$ cat src/rtl/instr_buffer.sv
// Decode-side instruction buffer: a DEPTH-entry circular FIFO of {instr, pc} pairs with
// first-word-fall-through output, fetch backpressure and a branch-redirect flush.
module instr_buffer #(
  parameter type         T     = logic [31:0],
  parameter int unsigned DEPTH = 4
) (
  input  logic                       clk,
  input  logic                       reset,
  input  logic                       flush,
  input  T                           instr_in,
  input  T                           pc_in,
  input  logic                       valid_in,
  output logic                       ready_out,
  output T                           instr_out,
  output T                           pc_out,
  output logic                       valid_out,
  input  logic                       ready_in,
  output logic [$clog2(DEPTH+1)-1:0] count
);

  localparam int unsigned PtrW = (DEPTH > 1) ? $clog2(DEPTH) : 1;
  localparam int unsigned CntW = $clog2(DEPTH + 1);

  localparam logic [PtrW-1:0] LastPtr = PtrW'(DEPTH - 1);
  localparam logic [CntW-1:0] FullCnt = CntW'(DEPTH);

  T instr_mem [DEPTH];
  T pc_mem    [DEPTH];

  logic [PtrW-1:0] head_q, head_d;
  logic [PtrW-1:0] tail_q, tail_d;
  logic [CntW-1:0] count_q, count_d;

  logic push;
  logic pop;

  // Handshake flags derive only from the count register, never from the inputs.
  assign ready_out = (count_q != FullCnt);
  assign valid_out = (count_q != '0);
  assign count     = count_q;

  assign instr_out = instr_mem[head_q];
  assign pc_out    = pc_mem[head_q];

  assign push = valid_in & ready_out & ~flush;
  assign pop  = valid_out & ready_in & ~flush;

  function automatic logic [PtrW-1:0] ptr_inc(input logic [PtrW-1:0] ptr);
    return (ptr == LastPtr) ? '0 : ptr + 1'b1;
  endfunction

  always_comb begin
    head_d  = head_q;
    tail_d  = tail_q;
    count_d = count_q;
    if (flush) begin
      head_d  = '0;
      tail_d  = '0;
      count_d = '0;
    end else begin
      if (push) tail_d = ptr_inc(tail_q);
      if (pop)  head_d = ptr_inc(head_q);
      unique case ({push, pop})
        2'b10:   count_d = count_q + 1'b1;
        2'b01:   count_d = count_q - 1'b1;
        default: count_d = count_q;
      endcase
    end
  end

  always_ff @(posedge clk or negedge reset) begin
    if (!reset) begin
      head_q  <= '0;
      tail_q  <= '0;
      count_q <= '0;
    end else begin
      head_q  <= head_d;
      tail_q  <= tail_d;
      count_q <= count_d;
    end
  end

  // Payload storage is deliberately unreset; it is only observed while valid_out is high.
  always_ff @(posedge clk) begin
    if (push) begin
      instr_mem[tail_q] <= instr_in;
      pc_mem[tail_q]    <= pc_in;
    end
  end

endmodule
$ cat config.mk
export PLATFORM = sky130hd
export DESIGN_NAME = instr_buffer
export DESIGN_NICKNAME = d
export VERILOG_FILES = /design/src/rtl/instr_buffer.sv
export SDC_FILE = /design/constraint.sdc
export NUM_CORES = 1
export LEC_CHECK = 0
export CAP_MARGIN = 20
export CORE_UTILIZATION = 65
export DETAILED_ROUTE_END_ITERATION = 12
export DONT_BUFFER_PORTS = 1
export GPL_ROUTABILITY_DRIVEN = 0
export PLACE_DENSITY = 0.87
export SLEW_MARGIN = 10
export SYNTH_ARGS = -nofsm -noshare
export SYNTH_HDL_FRONTEND = slang
export SYNTH_SLANG_ARGS = --single-unit
$ cat constraint.sdc
create_clock -name clk -period 7.2 [get_ports clk]
set_clock_uncertainty 0.1 [all_clocks]
set_input_delay 1.44 -clock clk [delete_from_list [all_inputs] [get_ports clk]]
set_output_delay 1.44 -clock clk [all_outputs]
set_load 0.03 [all_outputs]
# == Word-level counts from Yosys, hierarchy flattened ==
# Memories as Yosys holds them, arrays and structs flattened.
# Cells that the tools add are included.
# word_totals
mem_bits_rw,256
in_bits,69
out_inout_bits,69
reg_bits,7
elab_cells,33
mem_count,2
# memory_table
name,depth,word_bits,read_ports,rd_clocked_by_memory_dff,write_ports,line,source
instr_mem,4,32,1,0,1,27,T instr_mem [DEPTH];
pc_mem,4,32,1,0,1,28,T pc_mem [DEPTH];
# classes
addsub,4
reduce_logical,4
n_eq_ne,5
mux,10
n_bitwise,5
# op_table
operator,count
2-to-1 mux 2 bit,6
equality test 2 bit (second input constant),3
case mux 3 bit (2 select lines),1
nonzero test 3 bit,2
adder 2 x 1 -> 2 bit (second input constant),2
AND 1 bit,4
nonzero test 2 bit,2
adder 3 x 1 -> 3 bit (second input constant),1
2-to-1 mux 3 bit,1
!= test 3 bit (second input constant),1
subtractor 3 x 1 -> 3 bit (second input constant),1
equality test 2 x 1 -> 1 bit (second input constant),1
2-to-1 mux 1 bit,2
NOT 1 bit,1

# == Depth between registers and ports, before layout ==
# logic_depth
depth_word,6
mapped_depth,8
depth_no_buf,7

# == Worst setup path before layout ==
# Ideal clock, no wire load.
# synth_path
path_kind,input-to-reg
from,input port flush
to,"memory instr_mem[3][0] in the netlist's numbering, enable pin"
arrival_time_ns,3.435
n_path_buf,1
path_slack_ns,3.236
setup_ns,0.429
required_ns,6.671
cell_stages,3
cell_sequence,clkbuf_1 nor3_1 and2_1
# synth_via
elab_chain_cells,4
# synth_lines
item,line,source
from (decl),9,"input logic flush,"
NOT 1 bit,45,assign push = valid_in & ready_out & ~flush;
AND 1 bit,45,
2-to-1 mux 1 bit,85,if (push) begin
2-to-1 mux 1 bit (implied by the code),86,instr_mem[tail_q] <= instr_in;
to (decl),27,
# No other way between the ends.

==> key figures <==
Outcome
  • Status: complete, but fails checks
  • Violated checks: design-rule violations

Logic synthesis
  • Number of cells produced by synthesis: 402
  • Main combinational cell family by area after synthesis: multiplexers
  • Post-synthesis cell type count: 35
  • Synthesis warning total: 0
  • Compound-gate portion of the synthesized area: 0.0122
  • Fraction of the mapped netlist area in simple logic gates: 0.0160
  • Mean instance size in the synthesized netlist: 24.5 um2
  • Fraction of the yosys area taken by sequential cells: 0.799
  • Mux contribution to synthesized area: 0.147
  • Xor/xnor cell area share of the yosys netlist: 0.00178
  • Area of the mapped netlist: 9840 um2
  • Number of synthesized register bits: 263
  • Nets in the synthesized netlist: 477
  • Adder-cell area share of the yosys netlist: 0.00839

Worst setup path
  • R2R setup slack: 4.43 ns
  • Max stage delay on crit path: 0.77 ns
  • Critical Path End Type: output port
  • Worst EP arrival: 2.73 ns
  • Startpoint of the lowest-slack register-to-register path: count[0]$_DFFE_PN0P_
  • Cell with the largest stage delay on the worst path: sky130_fd_sc_hd__dfrtp_4
  • Buffers and inverters on the worst path: 1
  • Top delay family on crit path: flip-flops
  • CP max FO: 40
  • Required @ worst endpoint: 5.66 ns
  • Category of the worst setup path launch point: register
  • RR Endpoint: pc_mem[3][20]$_DFFE_PP_
  • Critical-path cell list: buf_4, mux4_2
  • Critical path class: reg -> out
  • Worst Reg2Reg Path Length in Cells: 3

STA
  • F_max: 234 MHz
  • Worst Hold Slack: 0.493 ns
  • Max-slew violation count: 0
  • Slew @ Worst Pin: 0.991 ns
  • Final hold vios: 0
  • Final critical-path share of the clock period: 0.593
  • Setup-violating endpoint count in the final report: 0
  • Worst slew slack as a fraction of its limit: 0.339
  • Clock period minus final worst setup slack: 4.27 ns
  • Worst Setup Slack, final: 2.93 ns
  • Total Neg Setup Slack: 0 ns
  • RSZ-0062 raised after global routing: false

Pwr
  • Leakage Power: 0.00326 uW
  • Power Density: 299 nW/um2
  • VDD IR max: 0.258 mV

Die
  • Floorplan die height: 125 um
  • Initial core utilization: 0.672
  • Area inside the core boundary: 14,600 um2
  • Count of standard-cell rows: 44
  • Total Die Area: 15,600 um2
  • I/O pin cnt: 138
  • Horizontal die dimension: 125 um

Final layout
  • Fraction of final layout cells with drive strength greater than 1: 0.239
  • Antenna diode instance count: 0
  • Non-filler instance count after layout: 611
  • Fill cell count: 783
  • Total number of nets in the final design: 485
  • Top library cells by usage in the layout, fill and taps aside: 256 x sky130_fd_sc_hd__edfxtp_1, 64 x sky130_fd_sc_hd__mux4_2, 25 x sky130_fd_sc_hd__clkbuf_16
  • Area overhead of the layout relative to synthesis: 8.68%
  • Final std cell area, no fill: 10,700 um2
  • Area occupied by registers: 7870 um2
  • Most common cell after layout, fill and taps aside: sky130_fd_sc_hd__edfxtp_1
  • Multi-input gate area in the final layout: 1840 um2

Routing
  • Mean routed wirelength per cell: 26.9 um
  • ANT nets after route: 0
  • Number of remaining DRC errors: 20
  • First-pass detailed-route iteration total: 8
  • Count of routing violations after the opening detailed-route iteration: 240
  • Final wirelength: 16,400 um
  • Total via count in the routed design: 4,034
  • Post-detailed-route via-to-cell ratio: 6.60

Placed design
  • Inst Count DP: 567
  • Setup slack at placement: 3.38 ns
  • Dpl hpwl: 9060 um
  • Number of input and output port buffers inserted: 0
  • Cell Area, Placed: 9960 um2

Min path
  • End point of the worst hold path: tail_q[1]$_DFFE_PN0P_
  • Path type of the worst min-delay path: reg -> reg
  • Hold path startpoint: tail_q[1]$_DFFE_PN0P_
  • Min-Delay Path Depth: 2

GRT
  • Number of global-route vias before repair: 4,328
  • GRT Total Usage: 0.217
  • Number of antenna violations at the first check in global routing: 0
  • Global-route wire length before repair: 25,200 um
  • Overall overflow remaining after global route: 0
  • Pin count of the biggest net entering global routing: 67

CTS
  • Post-CTS Resized: 0
  • Clk buf depth: 3
  • Clock Root Buffer: sky130_fd_sc_hd__clkbuf_16
  • Setup Fix Bufs, Post-CTS: 0
  • Clock Latency Late Sink: 0.50 ns
  • Num CTS Buffers: 25
  • Number of H-tree levels: 1
  • Total of hold buffers inserted after clock tree synthesis: 0
  • Clock-pin transition on the worst setup and hold timing paths: 0.06 ns
  • Number of sinks handled by clock tree synthesis: 263
  • Clock tree from TritonCTS: yes

Flow run
  • Max-Cap Viols: 0
==> layer usage <==
layer  wire length [um]  vias to the layer above  part of all wire  global-route usage
met5                  0                        -                 0             0.00310
met4                258                        0             0.016              0.0516
met3               1580                       24             0.096              0.0749
met2               8300                      199              0.51               0.354
met1               6290                     2090              0.38               0.287
li1                   -                     1721                 -                   -
==> report_power, final <==
group | internal [uW] | switching [uW] | total [uW]
Clock | 676 | 500 | 1180
Sequential | 1730 | 37.0 | 1770
Combinational | 88.1 | 165 | 253
Total | 2490 | 702 | 3190
==> metrics by stage <==
stage,total power (uW),utilization
floorplan,2030,-
global placement,2050,0.680
detailed placement,2050,0.680
CTS,3220,0.730
global route,3290,0.730
finish,3190,0.730
==> cell type report <==
cell class | count | area share
tap | 184 | 0.0215
clock buffer | 35 | 0.0620
multi-input combinational | 115 | 0.172
sequential | 263 | 0.736
clock inverter | 9 | 0.00667
timing repair buffer | 1 | 0.000702
inverter | 4 | 0.00140
==> worst reg2reg max path, cell delays in order (launching register included) <==
cell and delay, ns:
sky130_fd_sc_hd__dfrtp_1 0.81, sky130_fd_sc_hd__nor3b_2 0.16, sky130_fd_sc_hd__nor3_1 0.38, sky130_fd_sc_hd__and2_4 0.83
==> state kept, by name, indices dropped and copies added, names as in the netlist <==
signal and count:
pc_mem 128, instr_mem 128, tail_q 2, head_q 2, count 3
==> cell usage after synthesis, drive strengths merged <==
| library cell | instances | area, um2 |
|---|---|---|
| a2111oi | 1 | 10.0 |
| a211oi | 2 | 15.0 |
| a21boi | 1 | 7.51 |
| a21oi | 5 | 25.0 |
| a31oi | 1 | 6.26 |
| a41oi | 1 | 8.76 |
| and2 | 5 | 31.3 |
| and3b | 1 | 8.76 |
| buf | 16 | 119 |
| clkbuf | 4 | 16.3 |
| dfrtp | 7 | 175 |
| edfxtp | 256 | 7690 |
| fa | 1 | 20.0 |
| ha | 5 | 62.6 |
| inv | 4 | 15.0 |
| mux2i | 1 | 10.0 |
| mux4 | 64 | 1440 |
| nand2 | 1 | 3.75 |
| nand2b | 2 | 12.5 |
| nand3 | 4 | 20.0 |
| nand3b | 2 | 15.0 |
| nor2 | 3 | 11.3 |
| nor3 | 2 | 10.0 |
| nor3b | 1 | 12.5 |
| nor4 | 1 | 6.26 |
| o21ai | 2 | 10.0 |
| o21bai | 1 | 7.51 |
| o221ai | 1 | 8.76 |
| o31ai | 1 | 21.3 |
| or3 | 3 | 18.8 |
| or4 | 1 | 7.51 |
| xnor2 | 2 | 17.5 |
==> logic make-up (layout without fill, tap and decap cells) <==
logic type | count (synthesis) | in the layout
AO/OA/AOI/OAI | 16 | 16
XOR/XNOR | 2 | 2
adder cells (fa/ha/maj) | 6 | 6
buffers and inverters | 24 | 49
flip-flops | 263 | 263
multiplexers | 65 | 65
AND/OR/NAND/NOR | 26 | 26
==> worst max path at each step <==
stage	start	end	slack [ns]	cells after the start
2_1_floorplan	flush	instr_mem[3][0]$_DFFE_PP_	3.24	3
3_3_place_gp	head_q[0]$_DFFE_PN0P_	pc_out[27]	3.41	2
3_5_place_dp	head_q[0]$_DFFE_PN0P_	instr_out[23]	3.38	2
4_1_cts	head_q[0]$_DFFE_PN0P_	pc_out[11]	2.81	2
5_1_grt	head_q[0]$_DFFE_PN0P_	pc_out[11]	2.69	2
6_report	head_q[0]$_DFFE_PN0P_	pc_out[31]	2.93	2
No activity file was read; power rests on OpenSTA's default activity.
